===== src/rtl/uart_tx_param.sv =====
// Parametrised UART transmitter: start, DATA_BITS LSB-first, optional parity,
// 1 or 2 stop bits. Baud divider is derived from CLK_FREQ_HZ and BAUD_RATE.
//
// Ports:
//   clk      - system clock, all logic on posedge
//   rst      - asynchronous active-high reset
//   tx_data  - word to send, sampled only when accepted
//   tx_valid - producer has a word
//   tx_ready - block can accept (high only when idle)
//   tx_busy  - frame in progress (inverse of tx_ready)
//   tx_done  - one-cycle pulse after the final stop bit completes
//   tx       - serial line, idles high
module uart_tx_param #(
   parameter int CLK_FREQ_HZ = 20_000_000,
   parameter int BAUD_RATE   = 9600,
   parameter int DATA_BITS   = 8,
   parameter int PARITY_MODE = 0,
   parameter int STOP_BITS   = 1
) (
   input  logic                 clk,
   input  logic                 rst,
   input  logic [DATA_BITS-1:0] tx_data,
   input  logic                 tx_valid,
   output logic                 tx_ready,
   output logic                 tx_busy,
   output logic                 tx_done,
   output logic                 tx
);

   localparam int CLKS_PER_BIT =
      (CLK_FREQ_HZ + BAUD_RATE / 2) / BAUD_RATE;
   localparam int BW =
      (CLKS_PER_BIT > 2) ? $clog2(CLKS_PER_BIT) : 1;
   localparam int CW = 4;

   localparam logic [BW-1:0] BAUD_LAST = BW'(CLKS_PER_BIT - 1);
   localparam logic [CW-1:0] DATA_LAST = CW'(DATA_BITS - 1);
   localparam logic [CW-1:0] STOP_LAST = CW'(STOP_BITS - 1);

   if (CLKS_PER_BIT < 2) begin : g_bad_div
      $error("uart_tx_param: CLKS_PER_BIT must be >= 2");
   end
   if (DATA_BITS < 5 || DATA_BITS > 9) begin : g_bad_data
      $error("uart_tx_param: DATA_BITS must be 5..9");
   end
   if (PARITY_MODE < 0 || PARITY_MODE > 2) begin : g_bad_par
      $error("uart_tx_param: PARITY_MODE must be 0..2");
   end
   if (STOP_BITS != 1 && STOP_BITS != 2) begin : g_bad_stop
      $error("uart_tx_param: STOP_BITS must be 1 or 2");
   end

   typedef enum logic [2:0] {
      S_IDLE,
      S_START,
      S_DATA,
      S_PARITY,
      S_STOP
   } state_t;

   state_t               state_q, state_n;
   logic [BW-1:0]        baud_q, baud_n;
   logic [CW-1:0]        bit_q, bit_n;
   logic [DATA_BITS-1:0] shift_q, shift_n;
   logic                 par_q, par_n;
   logic                 done_q, done_n;

   logic bit_end;
   logic par_calc;

   assign bit_end  = (baud_q == BAUD_LAST);
   assign par_calc = ^tx_data;

   always_ff @(posedge clk or posedge rst) begin
      if (rst) begin
         state_q <= S_IDLE;
         baud_q  <= '0;
         bit_q   <= '0;
         shift_q <= '0;
         par_q   <= 1'b0;
         done_q  <= 1'b0;
      end else begin
         state_q <= state_n;
         baud_q  <= baud_n;
         bit_q   <= bit_n;
         shift_q <= shift_n;
         par_q   <= par_n;
         done_q  <= done_n;
      end
   end

   always_comb begin
      state_n = state_q;
      baud_n  = baud_q;
      bit_n   = bit_q;
      shift_n = shift_q;
      par_n   = par_q;
      done_n  = 1'b0;
      unique case (state_q)
         S_IDLE: begin
            baud_n = '0;
            bit_n  = '0;
            if (tx_valid) begin
               state_n = S_START;
               shift_n = tx_data;
               par_n   = (PARITY_MODE == 2) ? ~par_calc : par_calc;
            end
         end
         S_START: begin
            if (bit_end) begin
               state_n = S_DATA;
               baud_n  = '0;
               bit_n   = '0;
            end else begin
               baud_n = baud_q + 1'b1;
            end
         end
         S_DATA: begin
            if (bit_end) begin
               baud_n  = '0;
               shift_n = shift_q >> 1;
               if (bit_q == DATA_LAST) begin
                  bit_n   = '0;
                  state_n = (PARITY_MODE != 0) ? S_PARITY : S_STOP;
               end else begin
                  bit_n = bit_q + 1'b1;
               end
            end else begin
               baud_n = baud_q + 1'b1;
            end
         end
         S_PARITY: begin
            if (bit_end) begin
               state_n = S_STOP;
               baud_n  = '0;
               bit_n   = '0;
            end else begin
               baud_n = baud_q + 1'b1;
            end
         end
         S_STOP: begin
            if (bit_end) begin
               baud_n = '0;
               if (bit_q == STOP_LAST) begin
                  bit_n   = '0;
                  state_n = S_IDLE;
                  done_n  = 1'b1;
               end else begin
                  bit_n = bit_q + 1'b1;
               end
            end else begin
               baud_n = baud_q + 1'b1;
            end
         end
         default: begin
            state_n = S_IDLE;
            baud_n  = '0;
            bit_n   = '0;
         end
      endcase
   end

   // Line level decoded from registered state, so an async reset
   // forces it high at once.
   always_comb begin
      tx = 1'b1;
      unique case (state_q)
         S_START:  tx = 1'b0;
         S_DATA:   tx = shift_q[0];
         S_PARITY: tx = par_q;
         default:  tx = 1'b1;
      endcase
   end

   assign tx_ready = (state_q == S_IDLE);
   assign tx_busy  = ~tx_ready;
   assign tx_done  = done_q;

endmodule


===== config.mk =====
export PLATFORM = sky130hd
export DESIGN_NAME = uart_tx_param
export DESIGN_NICKNAME = d
export VERILOG_FILES = /design/src/rtl/uart_tx_param.sv
export SDC_FILE = /design/constraint.sdc
export NUM_CORES = 1
export LEC_CHECK = 0
export ABC_AREA = 1
export CAP_MARGIN = 20
export CORE_MARGIN = 2
export CORE_UTILIZATION = 28
export DETAILED_ROUTE_END_ITERATION = 8
export MAX_ROUTING_LAYER = met4
export PLACE_DENSITY = 0.56
export SYNTH_ARGS = -nofsm -noshare
export SYNTH_HDL_FRONTEND = slang
export SYNTH_SLANG_ARGS = --single-unit

===== constraint.sdc =====
create_clock -name clk -period 1.5 [get_ports clk]
set_input_delay 0.15 -clock clk [delete_from_list [all_inputs] [get_ports clk]]
set_output_delay 0.15 -clock clk [all_outputs]
set_load 0.05 [all_outputs]

==> out/summary.txt <==
Final WS setup: -0.0304 ns
status: finished, violations left
worst-case clock skew: 0.00570 ns
Crit. End Element: output pin
fmax: 653 MHz
Tcrit/Tclk final: 102%
TritonRoute pass-1 iters: 4
Flop pwr share: 53.8%
CTS max path bufs: 2
Die Wd: 82.6 µm
DRC: 0
clk sink count: 29
total routed wirelength: 3830 µm
Worst-Skew Late Latency: 0.27 ns
max-slew headroom at the worst pin: 75.2%
GRT Overall Usage: 12.5%
Leak: 0.00122 µW
vias per inst: 4.37
initial antenna violation count: 0
Reg clk slew, reported paths: 0.06 ns
Post-DP HPWL: 2710 µm
crit path time final: 1.53 ns
pwr/cell area: 602 nW/µm²
CP Max Fanout: 3
final RePlAce weighted congestion: 0.795
worst IR drop on VDD: 319 µV
final setup violation count: 1
Int Pwr: 1140 µW
DR iter-0 viols: 50
P&R area growth vs syn: 40.8%
Antenna Cells: 0
placed insts: 342
CTS Root Cell: clkbuf_8
Final Max Tran Viols: 0
failing checks: negative setup slack
layout cells sized above 1: 29.1%
number of synthesized register bits: 29
CTS tree: done
Routed Antenna Nets: 0
PortBufs: 14
Finished Layout Cells: 360
Max Cap Violations: 0
FILL cells: 597
combinational power share: 7.1%
largest net degree at the start of global routing: 30
Initial Util: 29.0%
Final nets: 301
Crit-path slowest cell: dfrtp_2
switching share of power: 22.3%
Site Rows: 28
P_sw: 327 µW
H-tree depth: 2
Die H: 82.6 µm
RSZ-0062 raised after global routing: yes
post-synthesis cell count: 243
Critical Path Start Type: flip-flop
I/O pin count: 15
Synth Cell Area: 1730 µm²
Critical Path Max Stage Delay: 0.43 ns
total CTS buffers: 5
CP arrival: 1.38 ns
Yosys cell types: 26
hold slack: 0.244 ns
clock share of power: 39.1%
first-pass GRT wire length: 6350 µm
Worst-Margin Slew: 0.372 ns
total grt overflow: 0
Final Hold Viols: 0
post-synthesis sequential area ratio: 42.0%
Pwr Total: 1460 µW
drt wl/cell: 10.6 µm
mean instance size in the synthesized netlist: 7.11 µm²
crit-path cells: buf_6 -> nand2_4 -> nor2_4 -> a211oi_2 -> inv_1 -> buf_12
Core Region: 5960 µm²
worst hold path type: in -> async
Crit path required time: 1.35 ns
Mapped Nets: 258
synth warn: 0
vias in the first global route: 1524
hold_buf cts: 0
via count: 1574
die area: 6820 µm²
Critical Setup Path Class: reg -> out
## synth_stat cells, drive strengths merged
| cell | n | area [µm²] |
|---|---|---|
| a211oi | 1 | 7.51 |
| a21oi | 3 | 15.0 |
| and2 | 1 | 6.26 |
| buf | 3 | 27.5 |
| dfrtp | 29 | 726 |
| ha | 4 | 50.1 |
| inv | 36 | 135 |
| nand2 | 80 | 315 |
| nand3 | 16 | 85.1 |
| nand4 | 3 | 18.8 |
| nor2 | 34 | 133 |
| nor3 | 6 | 35.0 |
| nor4 | 1 | 6.26 |
| o211ai | 1 | 7.51 |
| o21ai | 15 | 75.1 |
| o22ai | 1 | 6.26 |
| xnor2 | 4 | 35.0 |
| xor2 | 5 | 43.8 |
## power groups by stage
stage          combinational, µW  sequential [µW]  clock (µW)
2_1_floorplan               58.0              801           0
3_3_place_gp                 104              802           0
3_5_place_dp                 106              802           0
4_1_cts                      107              788         590
5_1_grt                      122              788         622
6_report                     104              788         572
## layer usage
metal | track usage [%] | wire length [µm]
met1 | 15.4 | 1890
met2 | 19.8 | 1770
met3 | 3.70 | 134
met4 | 3.77 | 33
met5 | - | 0
## cell usage in the layout (no fill, tap or decap), types with 7 or more instances in the layout
| cell type | Yosys | final |
|---|---|---|
| buf_4 | 0 | 23 |
| clkdlybuf4s50_1 | 0 | 10 |
| dfrtp_1 | 29 | 25 |
| inv_1 | 33 | 27 |
| nand2_1 | 76 | 72 |
| nand3_1 | 15 | 12 |
| nor2_1 | 32 | 20 |
| nor2_2 | 2 | 7 |
| nor2_4 | 0 | 7 |
| o21ai_1 | 8 | 8 |
## critical path, delay by kind of cell, from the launching register on
family | cells | cell delay [ns]
DFF | 1 | 0.43
and+or+nand+nor | 2 | 0.09
buffers and inverters | 3 | 0.38
AOI/OAI and AO/OA | 1 | 0.20
## per-stage QoR
step	utilization (%)	cell area, µm²	setup TNS, ns	worst slack, ns
floorplan	-	1740	0	0.0278
global placement	35.0	2080	0	0.0618
detailed placement	35.0	2080	0	0.0106
CTS	37.2	2220	-0.0424	-0.0424
global route	40.9	2430	-0.0908	-0.0744
finish	40.9	2430	-0.0304	-0.0304
## timing repair
action / 4_1_cts / 5_1_grt
setup endpoints to repair: 1 / 22
pin swaps: 1 / 12
gates resized for setup: 9 / 45
hold endpoints to repair: 0 / 0
setup buffers: 4 / 8
## final cells by class
type                       instances  area [µm²]  share of cell area, %
multi-input combinational        175        1020                   41.7
sequential                        29         731                   30.0
timing repair buffer              39         375                   15.4
inverter                          36         144                   5.91
tap                               75        93.8                   3.86
clock buffer                       5        68.8                   2.83
clock inverter                     1        5.00                  0.206
## cells by family (layout without fill, tap and decap cells)
| group | count (synthesis) | after routing | share of synthesized area [%] |
|---|---|---|---|
| XOR/XNOR | 9 | 9 | 4.56 |
| buffers and inverters | 39 | 81 | 9.41 |
| flip-flops | 29 | 29 | 42.0 |
| AND/OR/NAND/NOR | 141 | 141 | 34.7 |
| adder cells (fa/ha/maj) | 4 | 4 | 2.90 |
| AO/OA/AOI/OAI | 21 | 21 | 6.44 |
## final timing paths
path                       depth (start not counted)  slack [ns]                   start                      to
max                                                6       -0.03  state_q[1]$_DFFE_PP0P_                      tx
max in group asynchronous                          3        0.96                     rst    bit_q[0]$_DFFE_PP0P_
max reg2reg                                        9        0.10     baud_q[0]$_DFF_PP0_  state_q[2]$_DFFE_PP0P_
min                                                3        0.24                     rst     baud_q[6]$_DFF_PP0_
min reg2reg                                        2        0.47  shift_q[4]$_DFFE_PP0P_  shift_q[4]$_DFFE_PP0P_
min in group clk                                   2        0.47  shift_q[4]$_DFFE_PP0P_  shift_q[4]$_DFFE_PP0P_
## sequential cells by signal (all words and copies together), names as in the netlist
register,cells
baud_q,12
bit_q,4
par_q,1
shift_q,8
state_q,3
tx_done,1
Note: power is estimated with default switching activity, not from simulation.
